===== src/rtl/stack_1r1w_ramwrap_ctrl.sv =====
// Banked 1R1W SRAM wrapper: low address bits pick the bank, the remaining bits the row.
// Optional same-cycle write-to-read bypass is enabled by defining STACK_1R1W_RDWR_BYPASS_EN.
`default_nettype none

module stack_1r1w_ramwrap_pipe #(
  parameter int W     = 1,
  parameter int DEPTH = 0
) (
  input  logic         clk,
  input  logic         rst,
  input  logic [W-1:0] din,
  output logic [W-1:0] dout
);
  localparam int D1 = (DEPTH > 0) ? DEPTH : 1;

  logic [D1-1:0][W-1:0] pipe_q, pipe_d;

  always_comb begin
    pipe_d[0] = din;
    for (int i = 1; i < D1; i++) pipe_d[i] = pipe_q[i-1];
  end

  always_ff @(posedge clk) begin
    if (rst) pipe_q <= '0;
    else     pipe_q <= pipe_d;
  end

  assign dout = (DEPTH == 0) ? din : pipe_q[D1-1];
endmodule

module stack_1r1w_ramwrap_ctrl #(
  parameter int WIDTH      = 32,
  parameter int NUMADDR    = 1024,
  parameter int BITADDR    = 10,
  parameter int NUMWBNK    = 4,
  parameter int BITWBNK    = 2,
  parameter int NUMWROW    = 256,
  parameter int BITWROW    = 8,
  parameter int SRAM_DELAY = 2,
  parameter int FLOPCMD    = 0,
  parameter int FLOPMEM    = 0,
  parameter int FLOPOUT    = 0
) (
  input  logic                       clk,
  input  logic                       rst,
  input  logic                       write,
  input  logic [BITADDR-1:0]         wr_adr,
  input  logic [WIDTH-1:0]           bw,
  input  logic [WIDTH-1:0]           din,
  input  logic                       read,
  input  logic [BITADDR-1:0]         rd_adr,
  output logic                       rd_vld,
  output logic [WIDTH-1:0]           rd_dout,
  output logic                       rd_err,
  output logic [NUMWBNK-1:0]         mem_write,
  output logic [NUMWBNK-1:0]         mem_read,
  output logic [NUMWBNK*BITWROW-1:0] mem_wr_adr,
  output logic [NUMWBNK*BITWROW-1:0] mem_rd_adr,
  output logic [NUMWBNK*WIDTH-1:0]   mem_bw,
  output logic [NUMWBNK*WIDTH-1:0]   mem_din,
  input  logic [NUMWBNK*WIDTH-1:0]   mem_rd_dout
);
  localparam int BB       = (BITWBNK > 0) ? BITWBNK : 1;
  localparam int CAP      = NUMWBNK * NUMWROW;
  localparam int MAXADR   = (NUMADDR < CAP) ? NUMADDR : CAP;
  localparam logic [31:0] MAXADR_U = 32'(MAXADR);

  typedef struct packed {
    logic               write;
    logic [BITADDR-1:0] wr_adr;
    logic [WIDTH-1:0]   bw;
    logic [WIDTH-1:0]   din;
    logic               read;
    logic [BITADDR-1:0] rd_adr;
  } cmd_t;

  typedef struct packed {
    logic [NUMWBNK-1:0]         write;
    logic [NUMWBNK-1:0]         read;
    logic [NUMWBNK*BITWROW-1:0] wr_adr;
    logic [NUMWBNK*BITWROW-1:0] rd_adr;
    logic [NUMWBNK*WIDTH-1:0]   bw;
    logic [NUMWBNK*WIDTH-1:0]   din;
  } mem_t;

  // Read-side bookkeeping that travels alongside the SRAM access.
  typedef struct packed {
    logic          vld;
    logic [BB-1:0] bank;
`ifdef STACK_1R1W_RDWR_BYPASS_EN
    logic          byp;
    logic [WIDTH-1:0] bw;
    logic [WIDTH-1:0] din;
`endif
  } rmeta_t;

  typedef struct packed {
    logic             vld;
    logic [WIDTH-1:0] dout;
  } rout_t;

  cmd_t   cmd_in, cmd;
  mem_t   mem_d, mem_m;
  rmeta_t meta_d, meta_m, meta_s;
  rout_t  out_d, out_o;
  logic   wr_in, rd_in, wr_ok, rd_ok;
  logic [BB-1:0]      wr_bank, rd_bank;
  logic [BITWROW-1:0] wr_row, rd_row;
  logic [WIDTH-1:0]   sel;
  logic rd_err_q, rd_err_d;

  always_comb begin
    cmd_in        = '0;
    cmd_in.write  = write;
    cmd_in.wr_adr = wr_adr;
    cmd_in.bw     = bw;
    cmd_in.din    = din;
    cmd_in.read   = read;
    cmd_in.rd_adr = rd_adr;
  end

  stack_1r1w_ramwrap_pipe #(.W($bits(cmd_t)), .DEPTH(FLOPCMD)) u_cmd_pipe (
    .clk(clk), .rst(rst), .din(cmd_in), .dout(cmd)
  );

  always_comb begin
    wr_in   = 32'(cmd.wr_adr) < MAXADR_U;
    rd_in   = 32'(cmd.rd_adr) < MAXADR_U;
    wr_ok   = cmd.write && wr_in && !rst;
    rd_ok   = cmd.read  && rd_in && !rst;
    wr_bank = BB'(cmd.wr_adr % NUMWBNK);
    rd_bank = BB'(cmd.rd_adr % NUMWBNK);
    wr_row  = BITWROW'(cmd.wr_adr / NUMWBNK);
    rd_row  = BITWROW'(cmd.rd_adr / NUMWBNK);

    mem_d = '0;
    if (wr_ok) begin
      mem_d.write[wr_bank]                          = 1'b1;
      mem_d.wr_adr[wr_bank*BITWROW +: BITWROW]      = wr_row;
      mem_d.bw[wr_bank*WIDTH +: WIDTH]              = cmd.bw;
      mem_d.din[wr_bank*WIDTH +: WIDTH]             = cmd.din;
    end
    if (rd_ok) begin
      mem_d.read[rd_bank]                           = 1'b1;
      mem_d.rd_adr[rd_bank*BITWROW +: BITWROW]      = rd_row;
    end

    meta_d      = '0;
    meta_d.vld  = rd_ok;
    meta_d.bank = rd_ok ? rd_bank : '0;
`ifdef STACK_1R1W_RDWR_BYPASS_EN
    meta_d.byp  = rd_ok && wr_ok && (cmd.wr_adr == cmd.rd_adr);
    meta_d.bw   = meta_d.byp ? cmd.bw  : '0;
    meta_d.din  = meta_d.byp ? cmd.din : '0;
`endif

    rd_err_d = rd_err_q | (cmd.write && !wr_in) | (cmd.read && !rd_in);
  end

  always_ff @(posedge clk) begin
    if (rst) rd_err_q <= 1'b0;
    else     rd_err_q <= rd_err_d;
  end

  stack_1r1w_ramwrap_pipe #(.W($bits(mem_t) + $bits(rmeta_t)), .DEPTH(FLOPMEM)) u_mem_pipe (
    .clk(clk), .rst(rst), .din({mem_d, meta_d}), .dout({mem_m, meta_m})
  );

  assign mem_write  = mem_m.write;
  assign mem_read   = mem_m.read;
  assign mem_wr_adr = mem_m.wr_adr;
  assign mem_rd_adr = mem_m.rd_adr;
  assign mem_bw     = mem_m.bw;
  assign mem_din    = mem_m.din;

  // Bank index waits out the SRAM latency so the right bank's data is picked.
  stack_1r1w_ramwrap_pipe #(.W($bits(rmeta_t)), .DEPTH(SRAM_DELAY)) u_sram_pipe (
    .clk(clk), .rst(rst), .din(meta_m), .dout(meta_s)
  );

  always_comb begin
    sel = mem_rd_dout[meta_s.bank*WIDTH +: WIDTH];
`ifdef STACK_1R1W_RDWR_BYPASS_EN
    if (meta_s.byp) sel = (meta_s.bw & meta_s.din) | (~meta_s.bw & sel);
`endif
    out_d      = '0;
    out_d.vld  = meta_s.vld;
    out_d.dout = meta_s.vld ? sel : '0;
  end

  stack_1r1w_ramwrap_pipe #(.W($bits(rout_t)), .DEPTH(FLOPOUT)) u_out_pipe (
    .clk(clk), .rst(rst), .din(out_d), .dout(out_o)
  );

  assign rd_vld  = out_o.vld;
  assign rd_dout = out_o.dout;
  assign rd_err  = rd_err_q;
endmodule

`default_nettype wire


===== config.mk =====
export PLATFORM = sky130hd
export DESIGN_NAME = stack_1r1w_ramwrap_ctrl
export DESIGN_NICKNAME = d
export VERILOG_FILES = /design/src/rtl/stack_1r1w_ramwrap_ctrl.sv
export SDC_FILE = /design/constraint.sdc
export NUM_CORES = 1
export LEC_CHECK = 0
export ABC_AREA = 1
export ABC_CLOCK_PERIOD_IN_PS = 4700
export CORE_AREA = 3 3 223 225
export DETAILED_ROUTE_END_ITERATION = 10
export DIE_AREA = 0 0 226 228
export SLEW_MARGIN = 0
export SYNTH_ARGS = -nofsm -noshare
export SYNTH_HDL_FRONTEND = slang
export SYNTH_SLANG_ARGS = --single-unit

===== constraint.sdc =====
create_clock -name clk -period 4.7 [get_ports clk]
set_clock_uncertainty 0.05 [all_clocks]
set_input_delay 0.47 -clock clk [delete_from_list [all_inputs] [get_ports clk]]
set_output_delay 0.47 -clock clk [all_outputs]
set_load 0.05 [all_outputs]

==> flow_summary.json <==
{
  "status": "complete, no violations",
  "ff_latch_area_um2": 121,
  "timing.fmax_mhz": 262,
  "pwr-share-seq": 0.064,
  "h_tree_level_count": 1,
  "stdcell_count": 2115,
  "final_cell_area_um2": 13700,
  "mappedNetlistNets": 1203,
  "port_buffers": 576,
  "path_class": "in2out",
  "grt_overflow_total": 0,
  "worstSkewPairLatency_ns": 0.22,
  "wl_per_cell_um": 18.0,
  "critical_path.max_stage_delay_ns": 0.84,
  "grt_pass1_vias": 8287,
  "ys.warnings.count": 0,
  "finalNetCount": 1728,
  "clockBufferDepth": 2,
  "grt_antenna_before_repair": 2,
  "placed_cells": 2112,
  "drt_drc_violations_left": 0,
  "clkSinkCount": 6,
  "cts.clk_slew.worst_paths_ns": 0.03,
  "hold_violations": 0,
  "routed_wire_length_mm": 38.0,
  "drt.antenna.violating_nets": 0,
  "rsz_0062_raised_after_global_routing": "no",
  "worst_pin_slew_ns": 1.07,
  "critical_path.startpoint_type": "input pin",
  "detail_route.first_pass.iterations": 4,
  "power_per_cell_area_nw_per_um2": 61.7,
  "netlist_area_um2": 4490,
  "grt_max_degree": 65,
  "timing.critical_path.required_ns": 4.18,
  "placeableCoreArea_um2": 47700,
  "postSynthCellCount": 977,
  "crit_path_end_kind": "output port",
  "cts.repair.resized": 0,
  "antennaDiodeCount": 0,
  "via_per_inst": 3.85,
  "dieArea_um2": 51500,
  "grt_pass1_wl_mm": 53.3,
  "tritoncts": "yes",
  "placement_rows": 80,
  "clkPwrFrac": 0.158,
  "worstHoldPathType": "reg2reg",
  "timing.final.max_slew_violations": 0,
  "cts_root_buffer": "sky130_fd_sc_hd__clkbuf_16",
  "power_report.internal_total_mw": 0.447,
  "synth.distinct_cells": 21,
  "placed_area_um2": 13600,
  "synth.yosys.seq_area_share": 0.0267,
  "worst-endpoint-arrival_ns": 3.29,
  "p_comb_frac": 0.777,
  "avgSynthCellArea_um2": 4.60,
  "critPathBufInv": 4,
  "track_usage": 0.136,
  "cts_buffers": 3,
  "fin_crit_sh": 0.811,
  "nFillCells": 5070,
  "drive_gt1_frac": 0.227,
  "max-cap-violations": 0,
  "die-width_um": 226,
  "peakVddDrop_uv": 88.9,
  "finalCriticalPeriod_ns": 3.81,
  "synth.ff_latch_count": 6,
  "power_switching_share": 0.469,
  "effective_utilization_at_floorplan": 0.0941,
  "cts-hold-fix-buffers": 0,
  "setup_tns_ns": 0,
  "worst_slew_margin_rel": 0.285,
  "crit_path_top_delay_cell": "sky130_fd_sc_hd__clkdlybuf4s50_1",
  "largest_delay_contributor_family_on_the_critical_path": "buffers and inverters",
  "static-leakage-power_nw": 5.95,
  "switching_power_mw": 0.396,
  "dr_total_vias": 8139,
  "setup_viol": 0,
  "die-height_um": 228,
  "cp_cell_sequence": "clkdlybuf4s50_1 -> inv_1 -> ha_1 -> inv_1 -> nor2_1 -> nand3_1 -> nor2_1 -> clkdlybuf4s50_1",
  "finalWeightedCongestion": 0.808,
  "cts_post_setup_buffers_inserted": 0,
  "crit_path_max_fanout": 11,
  "place_hpwl_mm": 32.3,
  "multiInputGateArea_um2": 3080,
  "design.portCount": 578,
  "area_growth_syn_to_layout_pct": 204,
  "dr.first_iter.drc_count": 234
}
-- through the flow --
stage / power [mW] / utilization / hold slack [ns] / setup WS [ns]
2_1_floorplan: 0.346 / - / 0.338 / 1.37
3_3_place_gp: 0.710 / 0.285 / 0.336 / 1.00
3_5_place_dp: 0.713 / 0.285 / 0.336 / 0.909
4_1_cts: 0.854 / 0.286 / 0.338 / 0.904
5_1_grt: 0.896 / 0.286 / 0.353 / 0.640
6_report: 0.842 / 0.286 / 0.337 / 0.890
-- routing by layer --
metal | track usage | share of wire | vias to the layer above
li1 | - | - | 3935
met5 | 0 | 0.00034 | -
met1 | 0.135 | 0.34 | 3693
met3 | 0.0370 | 0.087 | 66
met2 | 0.259 | 0.52 | 443
met4 | 0.0675 | 0.057 | 2
-- sequential cells by signal, indices dropped and copies added (netlist names) --
register and flops:
u_sram_pipe.pipe_d 3, u_sram_pipe.dout 3
-- layout by cell type (no fill, tap or decap), types with 16 or more instances in the layout --
cell type	netlist	final
sky130_fd_sc_hd__nor3_1	129	129
sky130_fd_sc_hd__nor2_1	181	181
sky130_fd_sc_hd__clkdlybuf4s50_1	0	290
sky130_fd_sc_hd__nor2_4	19	19
sky130_fd_sc_hd__nand3_1	66	66
sky130_fd_sc_hd__buf_12	2	286
sky130_fd_sc_hd__a21oi_1	32	32
sky130_fd_sc_hd__inv_1	226	226
sky130_fd_sc_hd__buf_4	5	16
sky130_fd_sc_hd__nand2_1	220	218
-- cells in the mapped netlist, drive strengths merged --
cell type  number  area, um^2
a21oi          32         160
buf            49         357
clkbuf         23        86.3
conb            1        3.75
dfxtp           6         120
ha             10         125
inv           232         873
nand2         226         878
nand3          66         330
nor2          202         906
nor3          129         646
nor3b           1        7.51
-- cell type report --
class                      count  area share
tap                          615      0.0563
sequential                     6     0.00888
timing repair buffer         592       0.640
inverter                     232      0.0639
multi-input combinational    667       0.225
clock buffer                   3     0.00549
-- path summary, 6_finish.rpt --
check / startpoint / to / cells past startpoint / slack, ns
max: rd_adr[0] / mem_rd_adr[17] / 8 / 0.89
min: u_sram_pipe.pipe_d[3] / u_sram_pipe.dout[0] / 2 / 0.34
max reg2reg: u_sram_pipe.pipe_d[4] / u_sram_pipe.dout[1] / 2 / 4.18
min reg2reg: u_sram_pipe.pipe_d[3] / u_sram_pipe.dout[0] / 2 / 0.34
-- cell families (layout without fill, tap and decap cells) --
| family | Yosys count | after routing | share of synthesized area |
|---|---|---|---|
| AO/OA/AOI/OAI | 32 | 32 | 0.0356 |
| adder cells (fa/ha/maj) | 10 | 10 | 0.0278 |
| buffers and inverters | 304 | 827 | 0.293 |
| flip-flops | 6 | 6 | 0.0267 |
| other | 1 | 1 | 0.000835 |
| AND/OR/NAND/NOR | 624 | 624 | 0.616 |
-- worst reg2reg max path, stage by stage, from the launching register on --
cell,delay [ns]
sky130_fd_sc_hd__dfxtp_1,0.29
sky130_fd_sc_hd__inv_1,0.04
sky130_fd_sc_hd__nor2_1,0.03
-- power by group through the flow --
stage / clock network [mW] / registers [mW] / logic [mW]
finish: 0.134 / 0.0541 / 0.655
floorplan: 0 / 0.0556 / 0.290
CTS: 0.137 / 0.0541 / 0.663
detailed placement: 0 / 0.0548 / 0.658
global placement: 0 / 0.0548 / 0.655
global route: 0.141 / 0.0543 / 0.701
(Power assumes the default switching activity.)
